### config.mk
export PLATFORM = sky130hd
export DESIGN_NAME = serial_paralelo_rx
export DESIGN_NICKNAME = d
export VERILOG_FILES = /design/src/rtl/serial_paralelo_rx.sv
export SDC_FILE = /design/constraint.sdc
export NUM_CORES = 1
export LEC_CHECK = 0
export ABC_AREA = 1
export BUFFER_PORTS_ARGS = -buffer_cell sky130_fd_sc_hd__buf_2
export CORE_MARGIN = 2
export CORE_UTILIZATION = 40
export DETAILED_ROUTE_END_ITERATION = 10
export PLACE_DENSITY = 0.64
export SLEW_MARGIN = 20
export SYNTH_ARGS = -nofsm -noshare
export SYNTH_HDL_FRONTEND = slang
export SYNTH_SLANG_ARGS = --single-unit
### constraint.sdc
create_clock -name clk_32f -period 2.3 [get_ports clk_32f]
set_input_delay 0.115 -clock clk_32f [delete_from_list [all_inputs] [get_ports clk_32f]]
set_output_delay 0.115 -clock clk_32f [all_outputs]
set_load 0.05 [all_outputs]
### src/rtl/serial_paralelo_rx.sv
// serial_paralelo_rx: MSB-first serial-to-byte receiver; aligns on the comma byte and flags idle commas.
// Optional lock-loss timeout: define SP_LOCK_TIMEOUT_EN.
module serial_paralelo_rx #(
   parameter logic [7:0]  COMMA         = 8'hBC,
   parameter int unsigned COMMA_COUNT   = 4,
   parameter int unsigned TIMEOUT_BYTES = 16
) (
   input  logic       clk_32f,
   input  logic       reset,
   input  logic       data_in,
   output logic [7:0] data_out,
   output logic       valid_out,
   output logic       byte_strobe,
   output logic       active
);
   localparam int unsigned BC_W = $clog2(COMMA_COUNT + 1);
   localparam logic [BC_W-1:0] BC_MAX = BC_W'(COMMA_COUNT);

   typedef enum logic [1:0] {SEARCH, ALIGN, LOCKED} state_t;

   state_t          r_state, w_state_nxt;
   logic [7:0]      r_shift;
   logic [2:0]      r_bit_cnt, w_bit_cnt_nxt;
   logic [BC_W-1:0] r_bc_cnt, w_bc_nxt, w_bc_inc;
   logic [7:0]      r_data_out, w_data_nxt;
   logic            r_valid_out, w_valid_nxt;
   logic            r_strobe, w_strobe_nxt;
   logic            r_active, w_active_nxt;

   logic [7:0]      w_shift_nxt;
   logic            w_boundary;
   logic            w_is_comma;

`ifdef SP_LOCK_TIMEOUT_EN
   localparam int unsigned TO_W = $clog2(TIMEOUT_BYTES + 1);
   localparam logic [TO_W-1:0] TO_MAX = TO_W'(TIMEOUT_BYTES);
   logic [TO_W-1:0] r_nc_cnt, w_nc_nxt, w_nc_inc;
   assign w_nc_inc = r_nc_cnt + TO_W'(1);
`else
   logic w_cfg_unused;
   assign w_cfg_unused = (TIMEOUT_BYTES == 0);
`endif

   assign w_shift_nxt = {r_shift[6:0], data_in};
   assign w_boundary  = (r_bit_cnt == 3'd7);
   assign w_is_comma  = (w_shift_nxt == COMMA);
   assign w_bc_inc    = r_bc_cnt + BC_W'(1);

   always_comb begin
      w_state_nxt   = r_state;
      w_bit_cnt_nxt = r_bit_cnt + 3'd1;
      w_bc_nxt      = r_bc_cnt;
      w_data_nxt    = r_data_out;
      w_valid_nxt   = r_valid_out;
      w_strobe_nxt  = 1'b0;
      w_active_nxt  = r_active;
`ifdef SP_LOCK_TIMEOUT_EN
      w_nc_nxt      = r_nc_cnt;
`endif
      unique case (r_state)
         SEARCH: begin
            // Sliding match: the comma's last bit becomes the new byte boundary.
            if (w_is_comma) begin
               w_bit_cnt_nxt = 3'd0;
               w_bc_nxt      = BC_W'(1);
               if (COMMA_COUNT == 1) begin
                  w_state_nxt  = LOCKED;
                  w_active_nxt = 1'b1;
               end else begin
                  w_state_nxt  = ALIGN;
               end
            end
         end
         ALIGN: begin
            if (w_boundary) begin
               if (w_is_comma) begin
                  w_bc_nxt = w_bc_inc;
                  if (w_bc_inc == BC_MAX) begin
                     w_state_nxt  = LOCKED;
                     w_active_nxt = 1'b1;
                  end
               end else begin
                  w_state_nxt = SEARCH;
                  w_bc_nxt    = '0;
               end
            end
         end
         LOCKED: begin
            if (w_boundary) begin
               w_data_nxt   = w_shift_nxt;
               w_valid_nxt  = !w_is_comma;
               w_strobe_nxt = 1'b1;
`ifdef SP_LOCK_TIMEOUT_EN
               // The timing-out byte is still delivered before lock drops.
               if (w_is_comma) begin
                  w_nc_nxt = '0;
               end else if (w_nc_inc == TO_MAX) begin
                  w_state_nxt   = SEARCH;
                  w_active_nxt  = 1'b0;
                  w_nc_nxt      = '0;
                  w_bc_nxt      = '0;
                  w_bit_cnt_nxt = 3'd0;
               end else begin
                  w_nc_nxt = w_nc_inc;
               end
`endif
            end
         end
         default: w_state_nxt = SEARCH;
      endcase
   end

   always_ff @(posedge clk_32f or negedge reset) begin
      if (!reset) begin
         r_state     <= SEARCH;
         r_shift     <= 8'h00;
         r_bit_cnt   <= 3'd0;
         r_bc_cnt    <= '0;
         r_data_out  <= 8'h00;
         r_valid_out <= 1'b0;
         r_strobe    <= 1'b0;
         r_active    <= 1'b0;
      end else begin
         r_state     <= w_state_nxt;
         r_shift     <= w_shift_nxt;
         r_bit_cnt   <= w_bit_cnt_nxt;
         r_bc_cnt    <= w_bc_nxt;
         r_data_out  <= w_data_nxt;
         r_valid_out <= w_valid_nxt;
         r_strobe    <= w_strobe_nxt;
         r_active    <= w_active_nxt;
      end
   end

`ifdef SP_LOCK_TIMEOUT_EN
   always_ff @(posedge clk_32f or negedge reset) begin
      if (!reset) r_nc_cnt <= '0;
      else        r_nc_cnt <= w_nc_nxt;
   end
`endif

   assign data_out    = r_data_out;
   assign valid_out   = r_valid_out;
   assign byte_strobe = r_strobe;
   assign active      = r_active;

endmodule
==> summary.txt <==
Die
  – Die H: about 56 µm
  – Die area: between 0.003 and 0.004 mm²
  – Row cnt: 19
  – I/O pin count: 14
  – Core area: roughly 0.0027 mm²
  – Initial Util: about two fifths
  – Die width: approximately 56 µm

Cells and area
  – Nets: 136
  – # fillers: around 260
  – Layout cell share with drive strength beyond 1: about a quarter
  – Footprint of the multi-input gates: between 300 and 400 µm²
  – Area growth, synth to finish: 15.02%
  – Ant diodes: 0
  – Post-route cell area: roughly 0.0013 mm²
  – Sequential cell area: around 650 µm²
  – Non-Filler Instances: 159

Run status
  – Status: finished, final reports clean

Power
  – Leak: between 0.6 and 0.7 nW
  – Total power: about 0.85 mW
  – Power per cell area: 668.1 mW/mm²
  – Int Power: approximately 0.66 mW
  – Logic gate share of total power: roughly 6.9%
  – Sequential fraction of design power: roughly 56%
  – Net switching share of the total power: 21.92%
  – Worst vdd ir: ~350 µV
  – Clock group share of total power: between 30% and 40%
  – NetSw: 0.1853 mW

Clock network
  – Reg clk slew, reported paths: about 0.14 ns
  – Root buffer cell: clkbuf_4
  – Cts repair resizes: 0
  – CTS Buf Count: 3
  – Clock Path Buffers: 2
  – Setup bufs post-CTS: 0
  – Max H-tree Level: 1
  – Clk sink count: 26
  – Worst skew pair latency: 0.31 ns
  – CTS tree: yes

Critical path
  – Reg-to-reg startpoint: r_bc_cnt[0]
  – Worst EP arrival: ~1.6 ns
  – WP buf/inv: 0
  – Reg2Reg Setup Slack: 0.89 ns
  – Startpoint Class: flip-flop
  – Critical Path Max Stage Delay: about 0.44 ns
  – CP Capture Type: flip-flop
  – Critical Path, Cell by Cell: ha_1 -> or2_1 -> and2_1 -> nand2_1 -> nand2_2 -> nand3_1 -> nand2_1
  – Crit-path max FO: 4
  – Worst path required time: roughly 2.5 ns
  – CP dominant cell by count: nand2_1
  – Kind of cell adding the most delay to the critical path: simple AND/OR/NAND/NOR gates
  – Reg2Reg Capture Point: r_state[1]
  – FF-to-FF path depth: 7
  – CP Class: flip-flop to flip-flop
  – Slowest-stage cell, CP: dfrtp_1

Synthesis
  – Post-synth EDFFs: 0
  – Ys async rst share: 100.0%
  – Synth top cells by count: nand2_1, dfrtp_1, inv_1
  – Most frequent cell after synthesis: nand2_1
  – Post-synth top area share: 59.16%
  – Mean Syn Cell Area: 9.998 µm²
  – Number of synthesized register bits: 26
  – Top FF cell, synth: dfrtp_1
  – Register area share after synthesis: 59.16%
  – Largest area contributor in the netlist: dfrtp_1
  – Mapped Area: 0.001100 mm²
  – Top post-synthesis cells by area: dfrtp_1, nand2_1, ha_1
  – Syn. warnings: 0
  – Mapped Nets: 117
  – Mapped Cells: 110
  – Netlist cell types: 20

Route
  – DRT Wirelength: around 1600 µm
  – Pre-antenna DRT Iters: 4
  – Detail Route Antenna Nets: 0
  – DR WL/cell: a little over 10 µm
  – Starting DRC count in detailed routing: 10
  – Via count: 717
  – Drt drc: 0
  – DR vias/cell: about 4.5

Timing
  – Worst rel slew slack: 63.32%
  – Max-slew violations: 0
  – Count of final setup violators: 0
  – Final period utilization: a little over 60%
  – Minimum clock period: about 1.4 ns
  – Clock Skew: ~0.0039 ns
  – Unrepaired setup endpoints after global routing: false
  – Fin Setup TNS: 0 ns
  – Fmax: 711.0 MHz
  – Slew @ Worst Pin: ~0.55 ns
  – Hold Fails Final Rpt: 0

Placed design
  – Area after DPL: ~0.0012 mm²
  – Placed insts: ~150
  – I/O Buffers: 13
  – Detailed Place HPWL: between 1000 and 1500 µm
  – GPL Wtd Cong: about 0.8

GRT
  – Largest net degree at the start of global routing: 27
  – Initial antenna violation count: 0
  – Total GRT Usage: a little under an eighth
  – Number of global-route vias before repair: roughly 740
  – Congestion Overflow GR: 0
  – First-pass GRT wire length: 3042 µm

Min path
  – Hold Path Class: input pin to async pin

Run
  – Max cap viols: 0
[per-layer routing]
layer / vias to the layer above / part of all wire (%) / wire [µm] / GRT usage [%]
li1: 372 / - / - / -
met3: 2 / 3.9 / 63 / 2.304
met2: 13 / 49 / 797 / 19.77
met5: - / 0 / 0 / 0
met1: 330 / 46 / 739 / 15.08
met4: 0 / 0.74 / 12 / 4.082
[worst max-delay path by stage]
stage	to	depth (start not counted)	slack (ns)	from
floorplan	data_out[6]	8	0.98	r_bit_cnt[0]
global placement	active	7	0.96	r_bc_cnt[0]
detailed placement	active	7	0.90	r_bc_cnt[0]
CTS	r_state[1]	7	0.88	r_bc_cnt[0]
global route	r_state[1]	7	0.78	r_bc_cnt[0]
finish	r_state[1]	7	0.89	r_bc_cnt[0]
[layout make-up]
| cell class | count | area share (%) |
|---|---|---|
| clock inverter | 1 | 2.374 |
| sequential | 26 | 51.43 |
| timing repair buffer | 15 | 6.726 |
| tap | 31 | 3.066 |
| clock buffer | 3 | 1.780 |
| inverter | 14 | 4.352 |
| multi-input combinational | 69 | 30.27 |
[power groups by stage]
stage	logic [mW]	registers (mW)	clock network, mW
after floorplan	0.0109	0.512	0
after global placement	0.0567	0.486	0
after detailed placement	0.0575	0.487	0
after CTS	0.0601	0.478	0.321
after global routing	0.0641	0.480	0.332
final	0.0584	0.478	0.309
[registers in the layout (all words and copies together) (netlist names)]
register and flops:
valid_out 1, r_shift 7, r_state 2, data_out 8
byte_strobe 1, active 1, r_bc_cnt 3, r_bit_cnt 3
[cell usage in the layout (no fill, tap or decap)]
| master | instances |
|---|---|
| inv_2 | 3 |
| bufinv_16 | 1 |
| or2_1 | 1 |
| dlygate4sd3_1 | 2 |
| nand3_1 | 3 |
| nor2_2 | 3 |
| clkbuf_4 | 3 |
| o21ai_1 | 3 |
| ha_1 | 4 |
| nor2_1 | 2 |
| nand2_1 | 41 |
| a21oi_4 | 1 |
| o21bai_1 | 1 |
| o21ai_2 | 3 |
| dfrtp_1 | 26 |
| nor2_8 | 1 |
| nand2_2 | 3 |
| nor2_4 | 1 |
| inv_1 | 10 |
| buf_2 | 13 |
| and2_1 | 1 |
| inv_4 | 1 |
| nand3_2 | 1 |
[logic make-up (layout without fill, tap and decap cells)]
family | count (synthesis) | after routing | synth area share, %
AND/OR/NAND/NOR | 57 | 57 | 24.35
flip-flops | 26 | 26 | 59.16
buffers and inverters | 15 | 33 | 6.030
AO/OA/AOI/OAI | 8 | 8 | 5.917
adder cells (fa/ha/maj) | 4 | 4 | 4.551
[metrics by stage]
stage	hold WS, ns	util [%]	setup WS [ns]
after global routing	0.3680	47.09	0.7790
final	0.2975	47.09	0.8935
after CTS	0.3254	47.09	0.8820
after global placement	0.1353	44.39	0.9618
after floorplan	-0.1806	-	0.9808
after detailed placement	0.1457	44.39	0.9037
[what timing repair did]
item                                   CTS  global route
hold buffers                             2             0
endpoints found under the hold margin   27             0
setup endpoints to repair                0             0
Power figures use the tool's default switching activity.
